===== src/rtl/vga_seq_pkg.sv =====
// Shared constants and FSM state type for the per-frame job sequencer.
package vga_seq_pkg;

  localparam int H_ACTIVE = 640;
  localparam int Y_ACTIVE = 480;
  localparam int FRAME_W  = 16;

  typedef enum logic {
    IDLE  = 1'b0,
    ISSUE = 1'b1
  } seq_state_t;

endpackage


===== src/rtl/vga_vblank_sequencer_if.sv =====
// Job offer channel from the sequencer to the effect engine.
interface vga_vblank_sequencer_if
  import vga_seq_pkg::*;
#(
  parameter int JOB_W = 2
) ();

  // Handshake: a job transfers on any cycle where job_valid && job_ready. Once
  // job_valid is high, job_id/job_frame hold until that transfer; the only
  // withdrawal without a transfer is an abort when active video returns.
  logic               job_valid;
  logic [JOB_W-1:0]   job_id;
  logic [FRAME_W-1:0] job_frame;
  logic               job_ready;

  modport master (output job_valid, output job_id, output job_frame, input job_ready);
  modport slave  (input job_valid, input job_id, input job_frame, output job_ready);

endinterface


===== src/rtl/vga_vblank_sequencer_detect.sv =====
// Vertical-blank start detector: one-cycle strobe on the first pixel of line Y_LINE.
module vga_vblank_detect #(
  parameter int Y_LINE = 480
) (
  input  logic       clk,
  input  logic       rst,
  input  logic [9:0] x_px,
  input  logic [9:0] y_px,
  output logic       vb_start
);

  logic vb_cond;
  logic vb_cond_q;

  assign vb_cond = (y_px == 10'(Y_LINE)) && (x_px == 10'd0);

  always_ff @(posedge clk or posedge rst) begin
    if (rst) begin
      vb_cond_q <= 1'b0;
    end else begin
      vb_cond_q <= vb_cond;
    end
  end

  // Rising edge only, so a coordinate held for several clocks counts once.
  assign vb_start = vb_cond && !vb_cond_q;

endmodule


===== src/rtl/vga_vblank_sequencer.sv =====
// Per-frame update scheduler: counts frames and issues NUM_JOBS ordered jobs per vblank.
// Optional build macro FRAME_DIV_EN: start a sequence only every 2**DIV_LOG2 frames.
module vga_vblank_sequencer
  import vga_seq_pkg::*;
#(
  parameter int NUM_JOBS = 4,
  parameter int JOB_W    = 2,
  parameter int Y_ACTIVE = vga_seq_pkg::Y_ACTIVE,
  parameter int DIV_LOG2 = 2
) (
  input  logic                   clk,
  input  logic                   rst,
  input  logic                   ena,
  input  logic                   pause,
  input  logic [9:0]             x_px,
  input  logic [9:0]             y_px,
  input  logic                   activevideo,
  vga_vblank_sequencer_if.master job,
  output logic [FRAME_W-1:0]     frame_cnt,
  output logic                   busy,
  output logic                   overrun,
  input  logic                   overrun_clr,
  output seq_state_t             state_dbg
);

`ifdef FRAME_DIV_EN
  localparam bit DIV_EN = 1'b1;
`else
  localparam bit DIV_EN = 1'b0;
`endif

  localparam logic [JOB_W-1:0] LAST_IDX = JOB_W'(NUM_JOBS - 1);

  seq_state_t         state, state_n;
  logic [JOB_W-1:0]   idx, idx_n;
  logic [FRAME_W-1:0] frame_cnt_r, frame_cnt_n, frame_inc;
  logic [FRAME_W-1:0] job_frame_r, job_frame_n;
  logic               overrun_r, overrun_n;
  logic               vb_start, start_ok, div_ok, hs, last_job;

  vga_vblank_detect #(.Y_LINE(Y_ACTIVE)) u_detect (
    .clk      (clk),
    .rst      (rst),
    .x_px     (x_px),
    .y_px     (y_px),
    .vb_start (vb_start)
  );

  always_ff @(posedge clk or posedge rst) begin
    if (rst) begin
      state       <= IDLE;
      idx         <= '0;
      frame_cnt_r <= '0;
      job_frame_r <= '0;
      overrun_r   <= 1'b0;
    end else begin
      state       <= state_n;
      idx         <= idx_n;
      frame_cnt_r <= frame_cnt_n;
      job_frame_r <= job_frame_n;
      overrun_r   <= overrun_n;
    end
  end

  always_comb begin
    frame_inc   = frame_cnt_r + FRAME_W'(1);
    start_ok    = vb_start && ena && !pause;
    div_ok      = !DIV_EN || (frame_inc[DIV_LOG2-1:0] == '0);
    hs          = (state == ISSUE) && job.job_ready;
    last_job    = (idx == LAST_IDX);
    state_n     = state;
    idx_n       = idx;
    frame_cnt_n = frame_cnt_r;
    job_frame_n = job_frame_r;
    // Set conditions below override the clear.
    overrun_n   = overrun_clr ? 1'b0 : overrun_r;

    case (state)
      IDLE: begin
        if (start_ok) begin
          frame_cnt_n = frame_inc;
          if (div_ok) begin
            state_n     = ISSUE;
            idx_n       = '0;
            job_frame_n = frame_inc;
          end
        end
      end
      ISSUE: begin
        // A new frame arriving mid-sequence is counted but does not restart it.
        if (start_ok) begin
          frame_cnt_n = frame_inc;
          overrun_n   = 1'b1;
        end
        if (activevideo) begin
          state_n   = IDLE;
          idx_n     = '0;
          overrun_n = 1'b1;
        end else if (hs) begin
          if (last_job) begin
            state_n = IDLE;
            idx_n   = '0;
          end else begin
            idx_n = idx + JOB_W'(1);
          end
        end
      end
      default: begin
        state_n = IDLE;
      end
    endcase
  end

  assign job.job_valid = (state == ISSUE);
  assign job.job_id    = idx;
  assign job.job_frame = job_frame_r;
  assign frame_cnt     = frame_cnt_r;
  assign busy          = (state == ISSUE);
  assign overrun       = overrun_r;
  assign state_dbg     = state;

endmodule


===== src/flat_wrapper.sv =====
// flat-port wrapper written by rule: the top's interface ports become plain ports
module vga_vblank_sequencer_flat import vga_seq_pkg::*;
#(
  parameter int NUM_JOBS = 4,
  parameter int JOB_W    = 2,
  parameter int Y_ACTIVE = vga_seq_pkg::Y_ACTIVE,
  parameter int DIV_LOG2 = 2
)
  (clk, rst, ena, pause, x_px, y_px, activevideo, frame_cnt, busy, overrun, overrun_clr, state_dbg, job_job_valid, job_job_id, job_job_frame, job_job_ready);
  vga_vblank_sequencer_if #(.JOB_W(JOB_W)) job_i ();
  input  logic clk;
  input  logic rst;
  input  logic ena;
  input  logic pause;
  input  logic [9:0] x_px;
  input  logic [9:0] y_px;
  input  logic activevideo;
  output logic [FRAME_W-1:0] frame_cnt;
  output logic busy;
  output logic overrun;
  input  logic overrun_clr;
  output seq_state_t state_dbg;
  output wire logic [$bits(job_i.job_valid)-1:0] job_job_valid;
  output wire logic [$bits(job_i.job_id)-1:0] job_job_id;
  output wire logic [$bits(job_i.job_frame)-1:0] job_job_frame;
  input wire logic [$bits(job_i.job_ready)-1:0] job_job_ready;
  assign job_job_valid = job_i.job_valid;
  assign job_job_id = job_i.job_id;
  assign job_job_frame = job_i.job_frame;
  assign job_i.job_ready = job_job_ready;
  vga_vblank_sequencer #(.NUM_JOBS(NUM_JOBS), .JOB_W(JOB_W), .Y_ACTIVE(Y_ACTIVE), .DIV_LOG2(DIV_LOG2)) u_core (.clk(clk), .rst(rst), .ena(ena), .pause(pause), .x_px(x_px), .y_px(y_px), .activevideo(activevideo), .job(job_i), .frame_cnt(frame_cnt), .busy(busy), .overrun(overrun), .overrun_clr(overrun_clr), .state_dbg(state_dbg));
endmodule

===== config.mk =====
export PLATFORM = sky130hd
export DESIGN_NAME = vga_vblank_sequencer_flat
export DESIGN_NICKNAME = d
export VERILOG_FILES = /design/src/rtl/vga_seq_pkg.sv /design/src/rtl/vga_vblank_sequencer_if.sv /design/src/rtl/vga_vblank_sequencer_detect.sv /design/src/rtl/vga_vblank_sequencer.sv /design/src/flat_wrapper.sv
export SDC_FILE = /design/constraint.sdc
export NUM_CORES = 1
export LEC_CHECK = 0
export BUFFER_PORTS_ARGS = -buffer_cell sky130_fd_sc_hd__buf_4
export CORE_ASPECT_RATIO = 1.5
export CORE_MARGIN = 2
export CORE_UTILIZATION = 50
export CTS_BUF_LIST = sky130_fd_sc_hd__clkbuf_4
export DETAILED_ROUTE_END_ITERATION = 7
export HOLD_SLACK_MARGIN = 0.12
export PLACE_DENSITY = 0.9
export SLEW_MARGIN = 20
export SYNTH_ARGS = -nofsm -noshare
export SYNTH_HDL_FRONTEND = slang
export SYNTH_SLANG_ARGS = --single-unit

===== constraint.sdc =====
create_clock -name clk -period 2.15 [get_ports clk]
set_input_delay 0.215 -clock clk [delete_from_list [all_inputs] [get_ports clk]]
set_output_delay 0.215 -clock clk [all_outputs]
set_load 0.02 [all_outputs]

==> results of run 1 <==
per-stage QoR:
| step | cell area, um^2 | utilization [%] | worst slack (ns) |
|---|---|---|---|
| after CTS | 2480 | 68.6 | 0.275 |
| final | 2480 | 68.6 | 0.274 |
| after global routing | 2480 | 68.6 | 0.131 |
| after global placement | 2400 | 66.4 | 0.206 |
| after detailed placement | 2400 | 66.4 | 0.116 |
| after floorplan | 1850 | - | 0.0529 |
cell usage in the layout (no fill, tap or decap), drive strengths merged, types with 2 or more instances in the layout:
cell	Yosys	final
a21o	2	2
and4	3	3
buf	5	72
clkbuf	1	8
dfrtp	37	37
dlygate4sd3	0	2
ha	2	2
inv	4	4
mux2	16	16
nand2	14	14
nand3	8	8
nand4	5	5
nor2	5	5
nor2b	2	2
nor3	3	3
nor4	6	6
nor4b	4	4
o21ai	2	2
xnor2	19	19
xor2	10	10
cells in the mapped netlist, types with 2 or more instances:
cell and n:
nor4b_1 4, o21ai_0 2, nor3_1 2, nor2_1 5, nor2b_1 2, inv_1 4, xnor2_1 19, and4_1 3
nand2_1 14, xor2_1 10, buf_4 3, nand4_1 5, ha_1 2, nand3_1 8, dfrtp_1 37, mux2_2 16
nor4_1 5
power groups by stage:
| stage | sequential, uW | clock [uW] | combinational, uW |
|---|---|---|---|
| global placement | 709 | 0 | 65.4 |
| CTS | 695 | 393 | 70.0 |
| finish | 695 | 378 | 68.6 |
| detailed placement | 709 | 0 | 67.0 |
| global route | 696 | 423 | 74.5 |
| floorplan | 709 | 0 | 19.7 |
state kept, by name (all words and copies together) (netlist names):
| signal | flops |
|---|---|
| u_core.u_detect.vb_cond_q | 1 |
| u_core.frame_cnt | 16 |
| u_core.job.job_id | 2 |
| u_core.busy | 1 |
| u_core.job.job_frame | 16 |
| u_core.overrun | 1 |
per-layer routing:
metal / track usage [%] / share of wire [%] / vias up
met5: 0 / 0 / -
met2: 37.3 / 55 / 43
met4: 6.41 / 1.6 / 0
met3: 4.94 / 4.8 / 7
met1: 23.5 / 39 / 701
li1: - / - / 705
worst reg2reg max path: stages (launching register included):
cell	delay, ns
dfrtp_1	0.49
ha_1	0.25
nand3_1	0.11
nor3b_1	0.24
buf_4	0.18
nand3_1	0.09
xnor2_1	0.14
mux2_2	0.26
cells by family (layout without fill, tap and decap cells):
| group | Yosys count | after routing |
|---|---|---|
| buf+inv | 10 | 86 |
| simple gates | 56 | 56 |
| flops | 37 | 37 |
| fa+ha+maj | 2 | 2 |
| compound gates | 6 | 6 |
| mux | 17 | 17 |
| xor+xnor | 29 | 29 |
cell type report:
cell class                 count  area [um^2]  share of cell area, %
clock buffer                   8         60.1                   2.42
sequential                    37          926                   37.3
timing repair buffer          74          561                   22.6
multi-input combinational    110          865                   34.9
inverter                       4         15.0                  0.605
tap                           43         53.8                   2.17
worst min path at each step:
stage,depth (start not counted),endpoint
floorplan,1,u_core.overrun
global placement,3,u_core.job.job_frame[13]
detailed placement,3,u_core.frame_cnt[15]
CTS,2,u_core.job.job_id[1]
global route,2,u_core.job.job_id[1]
finish,2,u_core.job.job_id[1]
==> report_table.html, run 1 <==
<table>
<tr><th>Metric</th><th>Value</th></tr>
<tr><th colspan="2">Status</th></tr>
<tr><td>Status</td><td>finished clean</td></tr>
<tr><th colspan="2">Clock tree</th></tr>
<tr><td>Level count of the clock H-tree</td><td>2</td></tr>
<tr><td>Post-CTS setup repair buffer count</td><td>0</td></tr>
<tr><td>Number of gates resized after CTS</td><td>0</td></tr>
<tr><td>Clock-pin slew reported for the worst setup and hold paths after clock tree synthesis</td><td>0.10 ns</td></tr>
<tr><td>Clock latency on the worst-skew pair</td><td>0.33 ns</td></tr>
<tr><td>Clock tree root driver cell</td><td>clkbuf_4</td></tr>
<tr><td>Maximum number of buffers from clock root to sink</td><td>2</td></tr>
<tr><td>CTS sink count</td><td>37</td></tr>
<tr><td>TritonCTS clock tree</td><td>done</td></tr>
<tr><td>CTS Hold Bufs</td><td>2</td></tr>
<tr><td>TritonCTS Buffers</td><td>5</td></tr>
<tr><th colspan="2">STA</th></tr>
<tr><td>Largest clock skew in the final design</td><td>0.00439 ns</td></tr>
<tr><td>Worst slew pin tran</td><td>about 0.51 ns</td></tr>
<tr><td>Fin crit share</td><td>87.3%</td></tr>
<tr><td>Smallest hold slack</td><td>0.173 ns</td></tr>
<tr><td>Max transition margin</td><td>65.5%</td></tr>
<tr><td>RSZ-0062 raised after global routing</td><td>false</td></tr>
<tr><td>Final Max Tran Viols</td><td>0</td></tr>
<tr><td>Number of endpoints failing setup at the final stage</td><td>0</td></tr>
<tr><td>Post-route minimum period</td><td>between 1.5 and 2 ns</td></tr>
<tr><td>Timing-limited maximum frequency</td><td>533 MHz</td></tr>
<tr><td>Hold violation total from the final report</td><td>0</td></tr>
<tr><td>Final TNS setup</td><td>0 ns</td></tr>
<tr><th colspan="2">Power</th></tr>
<tr><td>Total power after layout</td><td>approximately 1100 uW</td></tr>
<tr><td>Net switching share of the total power</td><td>21.0%</td></tr>
<tr><td>Reported leakage power</td><td>0.00129 uW</td></tr>
<tr><td>Part of the power in the clock network</td><td>33.1%</td></tr>
<tr><td>Net load switching power</td><td>240 uW</td></tr>
<tr><td>Sequential cell fraction of total power</td><td>60.9%</td></tr>
<tr><td>Logic pwr share</td><td>6.0%</td></tr>
<tr><td>Power density of the placed cells</td><td>460 nW/um^2</td></tr>
<tr><td>Internal Dissipation</td><td>around 900 uW</td></tr>
<tr><td>Max IR drop VDD</td><td>roughly 0.36 mV</td></tr>
<tr><th colspan="2">Placement</th></tr>
<tr><td>Cell count after placement</td><td>around 270</td></tr>
<tr><td>Final GP Congestion</td><td>0.794</td></tr>
<tr><td>Detailed placer's ending HPWL</td><td>about 3000 um</td></tr>
<tr><td>Port buffer count</td><td>64</td></tr>
<tr><th colspan="2">Cells and area</th></tr>
<tr><td>Net count of the finished layout</td><td>roughly 260</td></tr>
<tr><td>Post-route non-filler standard cell count</td><td>276</td></tr>
<tr><td>Relative area change from synthesis to final layout</td><td>34.1%</td></tr>
<tr><td>Number of antenna diodes</td><td>0</td></tr>
<tr><td>Layout cell share with drive strength beyond 1</td><td>between 40% and 50%</td></tr>
<tr><td>Number of filler cells placed in the layout</td><td>around 290</td></tr>
<tr><th colspan="2">Floorplanning</th></tr>
<tr><td>Effective utilization at floorplan</td><td>51.2%</td></tr>
<tr><td>Standard cell core area</td><td>3610 um^2</td></tr>
<tr><td>Die H</td><td>a little under 80 um</td></tr>
<tr><td>Die outline area</td><td>4210 um^2</td></tr>
<tr><td>Top Ports</td><td>65</td></tr>
<tr><td>Die width</td><td>53.7 um</td></tr>
<tr><td>Number of cell rows</td><td>27</td></tr>
<tr><th colspan="2">Drt</th></tr>
<tr><td>Vias after detailed routing</td><td>1456</td></tr>
<tr><td>Final wirelength</td><td>roughly 4000 um</td></tr>
<tr><td>Detailed router's first-iteration violation count</td><td>5</td></tr>
<tr><td>Antenna violation net count after detailed routing</td><td>0</td></tr>
<tr><td>Ratio of routed vias to standard cells</td><td>5.28</td></tr>
<tr><td>Total DRC errors in the routed layout</td><td>0</td></tr>
<tr><td>1st-pass router iterations</td><td>2</td></tr>
<tr><td>Wirelength per Cell</td><td>14.3 um</td></tr>
<tr><th colspan="2">Synthesis</th></tr>
<tr><td>Area contributors post-synth</td><td>dfrtp_1 50%, mux2_2 9.7%, xnor2_1 9.0%, xor2_1 4.7%, nand2_1 2.8%</td></tr>
<tr><td>Multiplexer area fraction after synthesis</td><td>roughly a tenth</td></tr>
<tr><td>Synthesized netlist net count</td><td>186</td></tr>
<tr><td>Number of distinct library cells after synthesis</td><td>33</td></tr>
<tr><td>Post-Syn Area</td><td>~1800 um^2</td></tr>
<tr><td>Dominant combinational cell family by area after synthesis</td><td>simple AND/OR/NAND/NOR gates</td></tr>
<tr><td>Synthesized instance count</td><td>157</td></tr>
<tr><td>Synth Area in Compound Gates</td><td>2.30%</td></tr>
<tr><td>Main flop type after synthesis</td><td>dfrtp_1</td></tr>
<tr><td>Synthesized-area fraction occupied by xor and xnor cells</td><td>13.7%</td></tr>
<tr><td>Yosys warns</td><td>0</td></tr>
<tr><td>Register bit count reported by yosys</td><td>37</td></tr>
<tr><td>Sequential area share after synthesis</td><td>between 50% and 60%</td></tr>
<tr><td>Count of flip-flops with a built-in enable after synthesis</td><td>0</td></tr>
<tr><td>Top cell type by total area after synthesis</td><td>dfrtp_1</td></tr>
<tr><td>Proportion of register bits with asynchronous set or reset after synthesis</td><td>100%</td></tr>
<tr><td>Synth top area share</td><td>50.1%</td></tr>
<tr><td>Adder-Cell Fraction of Synth Area</td><td>1.35%</td></tr>
<tr><td>Avg Inst Size Synth</td><td>11.8 um^2</td></tr>
<tr><td>Post-synthesis share of cell area spent on and, or, nand and nor gates</td><td>19.1%</td></tr>
<tr><th colspan="2">GRT</th></tr>
<tr><td>Aggregate global routing overflow</td><td>0</td></tr>
<tr><td>Number of global-route vias before repair</td><td>between 1k and 1.5k</td></tr>
<tr><td>Global-route wire length before repair</td><td>roughly 6500 um</td></tr>
<tr><td>Overall fraction of global-route tracks in use</td><td>a little over a fifth</td></tr>
<tr><td>Antenna violations before repair</td><td>0</td></tr>
<tr><td>Pin count of the biggest net entering global routing</td><td>38</td></tr>
<tr><th colspan="2">Setup path</th></tr>
<tr><td>Family with the most delay on the worst path</td><td>flip-flops</td></tr>
<tr><td>Data required time of the worst path</td><td>2.38 ns</td></tr>
<tr><td>Worst path arrival time</td><td>2.10 ns</td></tr>
<tr><td>Setup crit start kind</td><td>flop</td></tr>
<tr><td>Stage delay of the slowest cell on the critical path</td><td>0.49 ns</td></tr>
<tr><td>Sort of element at the end of the critical path</td><td>flop</td></tr>
<tr><td>Worst reg2reg path endpoint</td><td>u_core.job.job_frame[12]</td></tr>
<tr><td>Worst reg2reg startpoint</td><td>u_core.frame_cnt[0]</td></tr>
<tr><td>Largest fanout of any net on the critical path</td><td>6</td></tr>
<tr><td>Number of buffer and inverter instances along the worst setup path</td><td>1</td></tr>
<tr><td>Critical Path Slowest Stage Cell</td><td>dfrtp_1</td></tr>
<tr><td>Critical path origin</td><td>u_core.frame_cnt[0]</td></tr>
<tr><td>Most common cell type on the critical path</td><td>nand3_1</td></tr>
<tr><td>Worst-case reg-to-reg path depth</td><td>7</td></tr>
<tr><td>Series of cell instances along the critical path</td><td>ha_1 &gt; nand3_1 &gt; nor3b_1 &gt; buf_4 &gt; nand3_1 &gt; xnor2_1 &gt; mux2_2</td></tr>
<tr><td>Internal reg-to-reg setup slack</td><td>0.27 ns</td></tr>
<tr><td>Stages on the worst setup path</td><td>7</td></tr>
<tr><td>Critical path destination</td><td>u_core.job.job_frame[12]</td></tr>
<tr><td>Critical setup path kind</td><td>flop to flop</td></tr>
<tr><th colspan="2">Min path</th></tr>
<tr><td>Worst hold path startpoint</td><td>job_job_ready</td></tr>
<tr><td>Min-Delay Path Class</td><td>primary input to flop</td></tr>
<tr><th colspan="2">Flow run</th></tr>
<tr><td>Max_cap viols</td><td>0</td></tr>
</table>
Power figures use the tool's default switching activity.
==> run 2, diff against run 1 <==
- HOLD_SLACK_MARGIN: 0.12 -> default
- PLACE_DENSITY: 0.9 -> 0.82
- TNS_END_PERCENT: default -> 1
==> run 2 against run 1 <==
Effect of this change:
- cell area down 0.25%
- count of clock-buffer cells in the layout shrank 3
- die area did not move
- maximum frequency about the same
- non-clock buffer count decreased by 3
- critical path depth unchanged
- utilization is 0.17 points lower
- cell count decreased by 1.1%
- power up 8.2%
- worst setup slack worse by 0.0011 ns
- critical endpoint unchanged
- largest cell class unchanged
- highest routed layer unchanged
==> report_table.html, run 2 (same netlist as run 1, synthesis figures left out) <==
<table>
<tr><th>Metric</th><th>Value</th></tr>
<tr><th colspan="2">Drt</th></tr>
<tr><td>1st-pass router iterations</td><td>4</td></tr>
<tr><td>Total DRC errors in the routed layout</td><td>0</td></tr>
<tr><td>Final wirelength</td><td>3980 um</td></tr>
<tr><td>Vias after detailed routing</td><td>~1.5k</td></tr>
<tr><td>Antenna violation net count after detailed routing</td><td>0</td></tr>
<tr><td>Detailed router's first-iteration violation count</td><td>28</td></tr>
<tr><td>Ratio of routed vias to standard cells</td><td>~5.4</td></tr>
<tr><td>Wirelength per Cell</td><td>14.6 um</td></tr>
<tr><th colspan="2">Clock tree</th></tr>
<tr><td>TritonCTS clock tree</td><td>done</td></tr>
<tr><td>CTS sink count</td><td>37</td></tr>
<tr><td>Clock tree root driver cell</td><td>clkbuf_4</td></tr>
<tr><td>TritonCTS Buffers</td><td>5</td></tr>
<tr><td>Maximum number of buffers from clock root to sink</td><td>2</td></tr>
<tr><td>Clock-pin slew reported for the worst setup and hold paths after clock tree synthesis</td><td>0.12 ns</td></tr>
<tr><td>Clock latency on the worst-skew pair</td><td>0.35 ns</td></tr>
<tr><td>Number of gates resized after CTS</td><td>0</td></tr>
<tr><td>Level count of the clock H-tree</td><td>2</td></tr>
<tr><th colspan="2">Setup path</th></tr>
<tr><td>Worst-case reg-to-reg path depth</td><td>7</td></tr>
<tr><td>Critical path destination</td><td>u_core.job.job_frame[12]</td></tr>
<tr><td>Sort of element at the end of the critical path</td><td>flop</td></tr>
<tr><td>Internal reg-to-reg setup slack</td><td>0.27 ns</td></tr>
<tr><td>Worst reg2reg path endpoint</td><td>u_core.job.job_frame[12]</td></tr>
<tr><td>Largest fanout of any net on the critical path</td><td>6</td></tr>
<tr><td>Critical setup path kind</td><td>flop to flop</td></tr>
<tr><td>Data required time of the worst path</td><td>2.39 ns</td></tr>
<tr><td>Critical path origin</td><td>u_core.frame_cnt[0]</td></tr>
<tr><td>Worst path arrival time</td><td>2.11 ns</td></tr>
<tr><td>Setup crit start kind</td><td>flop</td></tr>
<tr><td>Worst reg2reg startpoint</td><td>u_core.frame_cnt[0]</td></tr>
<tr><th colspan="2">Cells and area</th></tr>
<tr><td>Layout cell share with drive strength beyond 1</td><td>a little over two fifths</td></tr>
<tr><td>Most common cell after layout, fill and taps aside</td><td>buf_4</td></tr>
<tr><td>Net count of the finished layout</td><td>roughly 260</td></tr>
<tr><td>Most frequent cells in the layout</td><td>70 x buf_4, 37 x dfrtp_1, 19 x xnor2_1</td></tr>
<tr><td>Relative area change from synthesis to final layout</td><td>33.8%</td></tr>
<tr><td>Number of antenna diodes</td><td>0</td></tr>
<tr><td>Number of filler cells placed in the layout</td><td>between 200 and 300</td></tr>
<tr><td>Post-route non-filler standard cell count</td><td>273</td></tr>
<tr><th colspan="2">STA</th></tr>
<tr><td>Worst slew pin tran</td><td>0.460 ns</td></tr>
<tr><td>RSZ-0062 raised after global routing</td><td>false</td></tr>
<tr><td>Number of endpoints failing setup at the final stage</td><td>0</td></tr>
<tr><td>Final TNS setup</td><td>0 ns</td></tr>
<tr><td>Fin crit share</td><td>87.3%</td></tr>
<tr><td>Hold violation total from the final report</td><td>0</td></tr>
<tr><td>Post-route minimum period</td><td>1.88 ns</td></tr>
<tr><td>Timing-limited maximum frequency</td><td>533 MHz</td></tr>
<tr><td>Max transition margin</td><td>69.0%</td></tr>
<tr><td>Largest clock skew in the final design</td><td>0.0110 ns</td></tr>
<tr><td>Final Max Tran Viols</td><td>0</td></tr>
<tr><th colspan="2">Power</th></tr>
<tr><td>Net switching share of the total power</td><td>21.2%</td></tr>
<tr><td>Reported leakage power</td><td>0.00128 uW</td></tr>
<tr><td>Max IR drop VDD</td><td>0.502 mV</td></tr>
<tr><td>Power density of the placed cells</td><td>500 nW/um^2</td></tr>
<tr><td>Net load switching power</td><td>262 uW</td></tr>
<tr><td>Sequential cell fraction of total power</td><td>56.3%</td></tr>
<tr><td>Internal Dissipation</td><td>slightly below 1000 uW</td></tr>
<tr><td>Logic pwr share</td><td>5.5%</td></tr>
<tr><td>Part of the power in the clock network</td><td>38.2%</td></tr>
<tr><th colspan="2">Floorplanning</th></tr>
<tr><td>Die outline area</td><td>4210 um^2</td></tr>
<tr><td>Die H</td><td>78.5 um</td></tr>
<tr><td>Effective utilization at floorplan</td><td>51.2%</td></tr>
<tr><td>Top Ports</td><td>65</td></tr>
<tr><td>Standard cell core area</td><td>between 3000 and 4000 um^2</td></tr>
<tr><td>Die width</td><td>53.7 um</td></tr>
<tr><td>Number of cell rows</td><td>27</td></tr>
<tr><th colspan="2">Flow run</th></tr>
<tr><td>Max_cap viols</td><td>0</td></tr>
<tr><th colspan="2">Placement</th></tr>
<tr><td>Detailed placer's ending HPWL</td><td>3030 um</td></tr>
<tr><td>Cell count after placement</td><td>264</td></tr>
<tr><td>Final GP Congestion</td><td>0.776</td></tr>
<tr><td>Port buffer count</td><td>64</td></tr>
<tr><th colspan="2">GRT</th></tr>
<tr><td>Number of global-route vias before repair</td><td>1418</td></tr>
<tr><td>Antenna violations before repair</td><td>0</td></tr>
<tr><td>Aggregate global routing overflow</td><td>0</td></tr>
<tr><td>Pin count of the biggest net entering global routing</td><td>38</td></tr>
<tr><td>Global-route wire length before repair</td><td>6480 um</td></tr>
<tr><td>Overall fraction of global-route tracks in use</td><td>21.0%</td></tr>
<tr><th colspan="2">Min path</th></tr>
<tr><td>Min-Delay Path Class</td><td>primary input to flop</td></tr>
<tr><th colspan="2">Status</th></tr>
<tr><td>Status</td><td>finished clean</td></tr>
</table>
-- run 2: power by group through the flow --
stage / Sequential, uW / Combinational [uW] / Clock (uW)
after floorplan: 709 / 19.7 / 0
after global placement: 709 / 66.3 / 0
after detailed placement: 709 / 67.6 / 0
after CTS: 696 / 69.0 / 486
after global routing: 696 / 74.4 / 513
final: 696 / 68.0 / 472
-- run 2: repair_timing --
action | in CTS | in global routing
endpoints found under the hold margin | 37 | 0
setup endpoints to repair | 0 | 0
hold buffers | 1 | 0
buffers inserted | 0 | 0
-- run 2: layer usage --
layer	global-route usage, %	share of wire [%]
met4	6.92	1.4
met2	37.8	55
met5	0	0
met3	5.51	6.0
met1	22.7	38
-- run 2: layout make-up --
cell class / instances / area (um^2) / area share (%)
Timing Repair Buffer: 71 / 536 / 21.6
Inverter: 4 / 15.0 / 0.607
Clock inverter: 3 / 41.3 / 1.67
Tap cell: 43 / 53.8 / 2.18
Multi-Input combinational cell: 110 / 865 / 35.0
Sequential cell: 37 / 926 / 37.4
Clock buffer: 5 / 37.5 / 1.52
-- run 2: worst max-delay path, stage by stage (launching register included) --
cell,delay (ns)
dfrtp_1,0.46
ha_1,0.24
nand3_1,0.18
nor3b_1,0.24
buf_4,0.17
nand3_1,0.09
xnor2_1,0.14
mux2_2,0.26
-- run 2: through the flow --
| step | instance area (um^2) | hold WS [ns] | setup WS (ns) | util (%) | total power [uW] |
|---|---|---|---|---|---|
| 6_report | 2470 | 0.0273 | 0.273 | 68.4 | 1240 |
| 5_1_grt | 2470 | 0.0122 | 0.0636 | 68.4 | 1280 |
| 4_1_cts | 2470 | 0.0188 | 0.256 | 68.4 | 1250 |
| 3_5_place_dp | 2380 | 0.368 | 0.266 | 66.0 | 777 |
| 3_3_place_gp | 2380 | 0.352 | 0.299 | 66.0 | 775 |
| 2_1_floorplan | 1850 | 0.311 | 0.0529 | - | 729 |
-- run 2: worst min path at each step --
stage	slack (ns)	from	depth (start not counted)	to
6_report	0.03	overrun_clr	2	u_core.overrun
5_1_grt	0.01	overrun_clr	2	u_core.overrun
3_5_place_dp	0.37	rst	3	u_core.job.job_frame[6]
3_3_place_gp	0.35	rst	3	u_core.job.job_frame[6]
2_1_floorplan	0.31	overrun_clr	1	u_core.overrun
4_1_cts	0.02	overrun_clr	2	u_core.overrun
==> run 3, diff against run 2 <==
- ABC_AREA: default -> 1
- PLACE_DENSITY: 0.82 -> 0.81
- SKIP_CTS_REPAIR_TIMING: default -> 1
==> run 3 against run 2 <==
Effect of this change:
- non-clock buffer count shrank 3
- synthesized cell count grew 49%
- sequential share of layout area shrank 0.076 points
- utilization shrank 1.1 points
- cell area grew 0.20%
- register-to-register slack gained 0.32 ns
- routed wire length grew 1.0%
- flip-flop and latch count is the same
- clock skew shrank 0.0062 ns
- cell count grew 26%
- worst hold slack gained 0.11 ns
- largest cell class unchanged
==> report_table.html, run 3 <==
<table>
<tr><th>Metric</th><th>Value</th></tr>
<tr><th colspan="2">Status</th></tr>
<tr><td>Status</td><td>finished clean</td></tr>
<tr><th colspan="2">STA</th></tr>
<tr><td>Number of endpoints failing setup at the final stage</td><td>0</td></tr>
<tr><td>Max transition margin</td><td>70.4%</td></tr>
<tr><td>Post-route minimum period</td><td>1.56 ns</td></tr>
<tr><td>Largest clock skew in the final design</td><td>slightly below 0.005 ns</td></tr>
<tr><td>Worst slew pin tran</td><td>roughly 0.44 ns</td></tr>
<tr><td>RSZ-0062 raised after global routing</td><td>false</td></tr>
<tr><td>Final Max Tran Viols</td><td>0</td></tr>
<tr><td>Timing-limited maximum frequency</td><td>642 MHz</td></tr>
<tr><td>Fin crit share</td><td>72.5%</td></tr>
<tr><td>Hold violation total from the final report</td><td>0</td></tr>
<tr><td>Final TNS setup</td><td>0 ns</td></tr>
<tr><th colspan="2">Synthesis</th></tr>
<tr><td>Synthesized netlist net count</td><td>~260</td></tr>
<tr><td>Yosys warns</td><td>0</td></tr>
<tr><td>Synth cell count leaders</td><td>75 x nand2_1, 37 x dfrtp_1, 25 x inv_1</td></tr>
<tr><td>Post-Syn Area</td><td>1930 um^2</td></tr>
<tr><td>Avg Inst Size Synth</td><td>8.23 um^2</td></tr>
<tr><td>Main flop type after synthesis</td><td>dfrtp_1</td></tr>
<tr><td>Register bit count reported by yosys</td><td>37</td></tr>
<tr><td>Sequential area share after synthesis</td><td>between 40% and 50%</td></tr>
<tr><td>Synthesized instance count</td><td>234</td></tr>
<tr><td>Top cell type by total area after synthesis</td><td>dfrtp_1</td></tr>
<tr><td>Most repeated cell in the gate-level netlist after synthesis</td><td>nand2_1</td></tr>
<tr><td>Proportion of register bits with asynchronous set or reset after synthesis</td><td>100%</td></tr>
<tr><td>Synth top area share</td><td>48.1%</td></tr>
<tr><td>Number of distinct library cells after synthesis</td><td>25</td></tr>
<tr><td>Count of flip-flops with a built-in enable after synthesis</td><td>0</td></tr>
<tr><td>Area contributors post-synth</td><td>dfrtp_1 48%, nand2_1 15%, inv_1 4.9%, o21ai_0 4.2%, o21ai_2 4.1%</td></tr>
<tr><th colspan="2">Drt</th></tr>
<tr><td>Antenna violation net count after detailed routing</td><td>0</td></tr>
<tr><td>Ratio of routed vias to standard cells</td><td>4.94</td></tr>
<tr><td>1st-pass router iterations</td><td>4</td></tr>
<tr><td>Total DRC errors in the routed layout</td><td>0</td></tr>
<tr><td>Vias after detailed routing</td><td>1698</td></tr>
<tr><td>Detailed router's first-iteration violation count</td><td>38</td></tr>
<tr><td>Final wirelength</td><td>4020 um</td></tr>
<tr><td>Wirelength per Cell</td><td>between 10 and 15 um</td></tr>
<tr><th colspan="2">Clock tree</th></tr>
<tr><td>Level count of the clock H-tree</td><td>2</td></tr>
<tr><td>Clock-pin slew reported for the worst setup and hold paths after clock tree synthesis</td><td>roughly 0.1 ns</td></tr>
<tr><td>TritonCTS clock tree</td><td>done</td></tr>
<tr><td>CTS sink count</td><td>37</td></tr>
<tr><td>TritonCTS Buffers</td><td>5</td></tr>
<tr><td>Maximum number of buffers from clock root to sink</td><td>2</td></tr>
<tr><td>Clock latency on the worst-skew pair</td><td>about 0.34 ns</td></tr>
<tr><td>Clock tree root driver cell</td><td>clkbuf_4</td></tr>
<tr><th colspan="2">Cells and area</th></tr>
<tr><td>Number of antenna diodes</td><td>0</td></tr>
<tr><td>Most frequent cells in the layout</td><td>75 x nand2_1, 67 x buf_4, 37 x dfrtp_1</td></tr>
<tr><td>Relative area change from synthesis to final layout</td><td>28.6%</td></tr>
<tr><td>Post-Route Utilization</td><td>67.3%</td></tr>
<tr><td>Post-route non-filler standard cell count</td><td>344</td></tr>
<tr><td>Net count of the finished layout</td><td>330</td></tr>
<tr><td>Number of filler cells placed in the layout</td><td>328</td></tr>
<tr><td>Layout cell share with drive strength beyond 1</td><td>31.9%</td></tr>
<tr><td>Most common cell after layout, fill and taps aside</td><td>nand2_1</td></tr>
<tr><th colspan="2">GRT</th></tr>
<tr><td>Pin count of the biggest net entering global routing</td><td>38</td></tr>
<tr><td>Global-route wire length before repair</td><td>7090 um</td></tr>
<tr><td>Overall fraction of global-route tracks in use</td><td>22.1%</td></tr>
<tr><td>Antenna violations before repair</td><td>0</td></tr>
<tr><td>Aggregate global routing overflow</td><td>0</td></tr>
<tr><td>Number of global-route vias before repair</td><td>1636</td></tr>
<tr><th colspan="2">Floorplanning</th></tr>
<tr><td>Die outline area</td><td>4380 um^2</td></tr>
<tr><td>Effective utilization at floorplan</td><td>~52%</td></tr>
<tr><td>Standard cell core area</td><td>3680 um^2</td></tr>
<tr><td>Top Ports</td><td>65</td></tr>
<tr><td>Die width</td><td>54.7 um</td></tr>
<tr><td>Number of cell rows</td><td>27</td></tr>
<tr><td>Die H</td><td>80.0 um</td></tr>
<tr><th colspan="2">Power</th></tr>
<tr><td>Internal Dissipation</td><td>864 uW</td></tr>
<tr><td>Part of the power in the clock network</td><td>30.8%</td></tr>
<tr><td>Max IR drop VDD</td><td>between 0.4 and 0.5 mV</td></tr>
<tr><td>Power density of the placed cells</td><td>443 nW/um^2</td></tr>
<tr><td>Reported leakage power</td><td>0.00133 uW</td></tr>
<tr><td>Sequential cell fraction of total power</td><td>63.3%</td></tr>
<tr><td>Logic pwr share</td><td>5.9%</td></tr>
<tr><td>Net switching share of the total power</td><td>21.4%</td></tr>
<tr><td>Net load switching power</td><td>235 uW</td></tr>
<tr><th colspan="2">Setup path</th></tr>
<tr><td>Data required time of the worst path</td><td>2.38 ns</td></tr>
<tr><td>Sort of element at the end of the critical path</td><td>flop</td></tr>
<tr><td>Worst path arrival time</td><td>1.79 ns</td></tr>
<tr><td>Critical setup path kind</td><td>flop to flop</td></tr>
<tr><td>Setup crit start kind</td><td>flop</td></tr>
<tr><td>Largest fanout of any net on the critical path</td><td>6</td></tr>
<tr><th colspan="2">Placement</th></tr>
<tr><td>Detailed placer's ending HPWL</td><td>3140 um</td></tr>
<tr><td>Port buffer count</td><td>64</td></tr>
<tr><td>Final GP Congestion</td><td>0.812</td></tr>
<tr><td>Cell count after placement</td><td>336</td></tr>
<tr><th colspan="2">Flow run</th></tr>
<tr><td>Max_cap viols</td><td>0</td></tr>
<tr><th colspan="2">Min path</th></tr>
<tr><td>Min-Delay Path Class</td><td>primary input to flop</td></tr>
</table>
[run 3: worst paths after layout]
check                                         startpoint                  endpoint  slack, ns  cells after the start
max in group asynchronous                            rst       u_core.frame_cnt[5]       1.32                      4
worst min-delay path                         activevideo            u_core.overrun       0.14                      3
worst max register to register       u_core.frame_cnt[0]      u_core.frame_cnt[12]       0.59                     10
worst min register to register  u_core.job.job_frame[12]  u_core.job.job_frame[12]       0.49                      2
min in group asynchronous                            rst      u_core.job.job_id[1]       0.52                      4
worst max-delay path                 u_core.frame_cnt[0]      u_core.frame_cnt[12]       0.59                     10
[run 3: final cells by class]
type,instances,area (um^2),area share (%)
multi-input combinational,162,836,33.7
clock buffer,6,45.0,1.82
tap,43,53.8,2.17
clock inverter,1,3.75,0.151
inverter,27,101,4.09
timing repair buffer,68,513,20.7
sequential,37,926,37.4
[run 3: power groups by stage]
stage	clock [uW]	sequential (uW)	combinational, uW
floorplan	0	709	21.7
global placement	0	709	63.5
detailed placement	0	709	65.0
CTS	353	695	65.1
global route	379	696	74.0
finish	339	695	65.0
[run 3: cells by family after synthesis]
family,share of synthesized area (%)
simple gates,28.4
compound gates,9.16
buf+inv,8.57
xor+xnor,4.55
fa+ha+maj,1.30
flops,48.1
[run 3: critical path, cell delays in order, from the launching register on]
cell,delay (ns)
dfrtp_1,0.45
ha_1,0.22
nand2_1,0.11
nor2_2,0.16
nand2_2,0.10
nor2_4,0.12
nand2_1,0.06
nand2_1,0.05
nand2_1,0.06
nand2_1,0.05
o21ai_0,0.07
[run 3: metal layers]
metal | share of wire, % | vias up | global-route usage (%) | wire length (um)
met5 | 0 | - | 0 | 0
met4 | 1.7 | 0 | 8.75 | 68
met3 | 4.6 | 7 | 5.62 | 185
met2 | 54 | 41 | 36.5 | 2160
met1 | 40 | 783 | 26.4 | 1610
li1 | - | 867 | - | -
[run 3: metrics by stage]
stage	power (uW)	hold WS (ns)	worst slack [ns]	instance area (um^2)
global placement	773	0.352	0.610	2420
detailed placement	774	0.351	0.601	2420
finish	1100	0.141	0.592	2480
global route	1150	0.131	0.414	2480
CTS	1110	-0.0243	0.584	2470
floorplan	731	0.367	0.627	1930
